--- src/rtl/button_debounce.sv ---
// button_debounce: synchronizes and debounces the stopwatch buttons/switches, producing SEL/ADJ levels, a toggled PAUSE and a one-cycle reset pulse.
//
// Ports:
//    clk        in   system clock
//    rst        in   asynchronous active-low reset
//    btn_pause  in   raw pause button, 1 = pressed
//    btn_rst    in   raw reset button, 1 = pressed
//    sw_sel     in   raw SEL slide switch
//    sw_adj     in   raw ADJ slide switch
//    PAUSE      out  pause level, toggles on each accepted pause press
//    rst_out    out  one-cycle active-high pulse on each accepted reset press
//    SEL        out  debounced sw_sel
//    ADJ        out  debounced sw_adj
module button_debounce #(
   parameter int DEBOUNCE_CYCLES = 500000,
   parameter int CNT_W           = 20
) (
   input  logic clk,
   input  logic rst,
   input  logic btn_pause,
   input  logic btn_rst,
   input  logic sw_sel,
   input  logic sw_adj,
   output logic PAUSE,
   output logic rst_out,
   output logic SEL,
   output logic ADJ
);
   localparam logic [CNT_W-1:0] LAST = CNT_W'(DEBOUNCE_CYCLES - 1);

   typedef enum logic {RUN, HOLD} state_t;

   // channel order: 0 pause, 1 reset, 2 sel, 3 adj
   logic [3:0]       raw;
   logic [3:0]       s1_q, s2_q;
   logic [3:0]       stable_q, stable_d;
   logic [CNT_W-1:0] cnt_q [4];
   logic [CNT_W-1:0] cnt_d [4];
   logic [3:0]       rise_d;
   logic             rst_out_q, rst_out_d;
   state_t           state_q, state_d;

   assign raw = {sw_adj, sw_sel, btn_rst, btn_pause};

   always_comb begin
      stable_d = stable_q;
      for (int i = 0; i < 4; i++) begin
         cnt_d[i] = '0;
         if (s2_q[i] != stable_q[i]) begin
            if (cnt_q[i] == LAST) stable_d[i] = s2_q[i];
            else cnt_d[i] = cnt_q[i] + 1'b1;
         end
      end
   end

   // Edge detection compares the accepted next level with the current one, so the
   // pulse and the PAUSE toggle register on the same edge the stable bit changes.
   assign rise_d    = stable_d & ~stable_q;
   assign rst_out_d = rise_d[1];

   // reset press has priority over a simultaneous pause press
   always_comb begin
      state_d = state_q;
      if (rise_d[1]) state_d = RUN;
      else if (rise_d[0]) state_d = (state_q == RUN) ? HOLD : RUN;
   end

   always_ff @(posedge clk or negedge rst) begin
      if (!rst) begin
         s1_q      <= '0;
         s2_q      <= '0;
         stable_q  <= '0;
         rst_out_q <= 1'b0;
         state_q   <= RUN;
         for (int i = 0; i < 4; i++) cnt_q[i] <= '0;
      end else begin
         s1_q      <= raw;
         s2_q      <= s1_q;
         stable_q  <= stable_d;
         rst_out_q <= rst_out_d;
         state_q   <= state_d;
         for (int i = 0; i < 4; i++) cnt_q[i] <= cnt_d[i];
      end
   end

   assign PAUSE   = (state_q == HOLD);
   assign rst_out = rst_out_q;
   assign SEL     = stable_q[2];
   assign ADJ     = stable_q[3];
endmodule

--- config.mk ---
export PLATFORM = sky130hd
export DESIGN_NAME = button_debounce
export DESIGN_NICKNAME = d
export VERILOG_FILES = /design/src/rtl/button_debounce.sv
export SDC_FILE = /design/constraint.sdc
export NUM_CORES = 1
export LEC_CHECK = 0
export ABC_AREA = 0
export CORE_ASPECT_RATIO = 0.6
export CORE_MARGIN = 2
export CORE_UTILIZATION = 61
export CTS_CLUSTER_SIZE = 14
export DETAILED_ROUTE_END_ITERATION = 16
export GPL_TIMING_DRIVEN = 0
export PLACE_DENSITY = 0.89
export RECOVER_POWER = 25
export SLEW_MARGIN = 20
export SYNTH_ARGS = -nofsm -noshare
export SYNTH_HDL_FRONTEND = slang
export SYNTH_SLANG_ARGS = --single-unit
--- constraint.sdc ---
create_clock -name clk -period 2.04 [get_ports clk]
set_input_delay 0.306 -clock clk [delete_from_list [all_inputs] [get_ports clk]]
set_output_delay 0.306 -clock clk [all_outputs]
set_load 0.05 [all_outputs]
; ---- After elaboration in Yosys (flattened, before gate mapping)
; Cells that the tools add are included.
[word_totals]
regBits = 94
in_bits = 6
out_inout_bits = 4
word_cells = 43
[classes]
addsub = 4
n_eq_ne = 8
muxes = 19
n_bitwise = 2
reduce_logical = 1
[op_table]
columns = cell, n
row1 = $mux W20, 8
row2 = $add A20 B1 Y20 const B, 4
row3 = $eq A20 B19 Y1 const B, 4
row4 = $mux W1, 11
row5 = $ne A1 B1 Y1, 4
row6 = $and A2 B2 Y2, 1
row7 = $not A2 Y2, 1
row8 = $reduce_bool A2 Y1, 1

; ---- Logic depth before layout (Yosys ltp)
[depth]
ltp_word = 6
ltp_mapped = 7
mapped_depth_nobuf = 5

; ---- Worst setup path before layout
; Ideal clock, no wire load.
[synth_path]
kind = register to register
from = register cnt_q[20] (netlist bit)
to = register cnt_q[38] (netlist bit)
setup_time_ns = 0.077
arrival_ns = 1.737
t_required_ns = 1.963
setup_slack_ns = 0.226
path_stages_with_launch = 6
n_path_buf = 0
path_cell_list = dfrtp_1 ha_1 nand4_1 or3_4 or4_1 a21oi_1
[synth_rtl]
columns = item, line_no
row1 = from (decl), 37  ; logic [CNT_W-1:0] cnt_q [4];

==> flow_summary.toml <==
[final_layout]
area_growth_pct = 15.6
antenna_cells = 0
final_nets = 496
fin_util_pct = 72.7
final_layout_size_suffix_gt1_share_pct = 12.0

[floorplan]
die_h_um = 71.1
coreArea_um2 = 7270
ios = 10
die_area_um2 = 8230
start_util_pct = 62.9
die_x_um = 116
num_rows = 24

[cts]
cts_buffers = 9
clockRootBuffer = "clkbuf_16"
cts_max_level = 3
clk_latency_ns = 0.34
clock_path_buffers = 2
tritoncts = "done"
clkSinkCount = 94
clk_pin_slew_ns = 0.07

[critical_path]
endpoint_kind = "flop"
crit_start = "cnt_q[20]"
cp-endpoint = "cnt_q[38]"
crit_required_ns = 2.30
r2r.worst_path.cells = 5
crit_type = "flop to flop"
timing.rr.end = "cnt_q[38]"
crit_fanout = 4
reg2reg_setup_slack_ns = 0.05
start_kind = "flop"
reg2reg_from = "cnt_q[20]"
crit_arrival_ns = 2.25

[yosys]
yosys_warnings = 0
yosysUniqueCellTypes = 42
synth_nets = 463
avgSynthCellArea_um2 = 10.1
synthArstFlopShare_pct = 100
synth_commonest_cells = "dfrtp_1 (94), nor2_1 (62), xor2_1 (29)"
netlist_area_um2 = 4570
ys_ff_latch = 94
ys_top_cells_by_area = "dfrtp_1 (51%), xor2_1 (5.6%), nor2_1 (5.1%)"
yosysTopAreaCellShare_pct = 51.5
seq_area_frac_synth_pct = 51.5
syn_inst = 453
yosysMostFrequentCell = "dfrtp_1"
synth_top_area_cell = "dfrtp_1"
synth-edff-count = 0
ys.flop_type = "dfrtp_1"

[pwr]
total_leakage_power_nw = 2.16
ir_worst_vdd_mv = 0.545
power.density_nw_per_um2 = 715

[sta]
finalMaxSlewViolations = 0
finalHoldViolations = 0
setup_viol = 0
period_needed_ns = 1.99
skew_ns = 0.00547
period_share_pct = 97.7
max_slew.worst_pin.slew_ns = 1.15
postLayoutSetupSlackWorst_ns = 0.0472
fmax_mhz = 502
slew-limit-headroom_pct = 23.7

[placement]
port_buffers = 9
place_congestion = 0.941
place_ws_ns = -0.109
dp_hpwl_um = 6700

[global_routing]
grt-ovfl-total = 0
grt_pass1_vias = 3608
grtUsageTotal_pct = 26.5
grt_max_degree = 51
grt_pass1_wl_um = 16900
antenna_found_initial = 0

[route]
antenna_left = 0
drc_errors = 0
post_drt_wl_per_cell_um = 16.8
first_pass_iters = 4
drt_iter0_markers = 314
wl_um = 10000
vias = 3617
vias_per_cell = 6.08

[run_status]
status = "finished clean"

[min_path]
hold_path_class = "flop to flop"

[run]
max-cap-violations = 0
cells in the final DEF, fill, tap and decap left out, types with 5 or more instances in the layout:
cell type,instances
inv_1,9
nand4_1,28
xor2_1,29
buf_2,8
nand3_1,24
a21oi_1,22
xnor2_1,24
clkbuf_16,9
or4_1,7
buf_4,12
nor3_1,10
or3_1,9
nor4_1,10
nor4b_1,5
and2_1,6
o31ai_1,7
and4_1,12
o21ai_0,15
nand2_1,25
nor2_1,62
dlygate4sd3_1,5
dfrtp_1,94
metal layers:
metal,routed length (um),global-route usage [%]
met5,0,0
met4,206,9.26
met3,452,7.54
met2,4910,43.3
met1,4430,34.4
kinds of logic after synthesis:
kind of cell | count (synthesis) | synth area share, %
AOI/OAI and AO/OA | 49 | 6.29
xor gates and xnor gates | 53 | 10.2
adders and majority gates | 4 | 1.09
buffers and inverters | 22 | 2.11
DFF | 94 | 51.5
muxes | 6 | 1.42
and+or+nand+nor | 225 | 27.5
flip-flops by register name, summed over array words and instances (netlist names):
register / count
s2_q: 4
PAUSE: 1
rst_out: 1
s1_q: 4
stable_q: 4
cnt_q: 80
cell type report:
cell class | count | area, um^2
Buffer | 13 | 63.8
Clock buffer | 10 | 239
Clock inverter | 6 | 70.1
Fill cell | 501 | 1980
Inverter | 9 | 33.8
Multi-Input combinational cell | 337 | 2190
Sequential cell | 94 | 2350
Tap cell | 104 | 130
Timing Repair Buffer | 22 | 205
worst max-delay path, cell delays in order (launching register included):
cell	delay [ns]
dfrtp_1	0.37
ha_2	0.22
nand4_1	0.19
or3_4	0.46
or4_1	0.48
a21oi_1	0.19
where the power goes:
group | internal [mW] | switching, mW
registers | 1.89 | 0.0235
clock network | 0.989 | 0.716
logic | 0.0580 | 0.0989
stage by stage:
stage	total power [mW]	TNS (ns)	cells	hold WS, ns	area [um^2]
after floorplan	2.01	0	453	0.0104	4570
after global placement	2.07	-244.39	566	0.333	4790
after detailed placement	2.09	-1.66	567	0.341	4820
after CTS	3.79	-0.00485	586	0.356	5170
after global routing	3.91	-0.144	595	0.359	5280
final	3.78	0	595	0.352	5280
what timing repair did:
| item | in CTS | in global routing |
|---|---|---|
| setup endpoints to repair | 36 | 36 |
| setup buffers | 2 | 9 |
| hold buffers | 1 | 0 |
| pin swaps | 0 | 4 |
| gates resized for setup | 5 | 7 |
| endpoints found under the hold margin | 44 | 0 |
worst min-delay path by stage:
stage,cells past startpoint,to,start
2_1_floorplan,0,PAUSE,rst
3_3_place_gp,0,s2_q[3],s1_q[3]
3_5_place_dp,0,s2_q[3],s1_q[3]
4_1_cts,0,s2_q[3],s1_q[3]
5_1_grt,0,s2_q[3],s1_q[3]
6_report,0,s2_q[3],s1_q[3]
No activity file was read; power rests on OpenSTA's default activity.
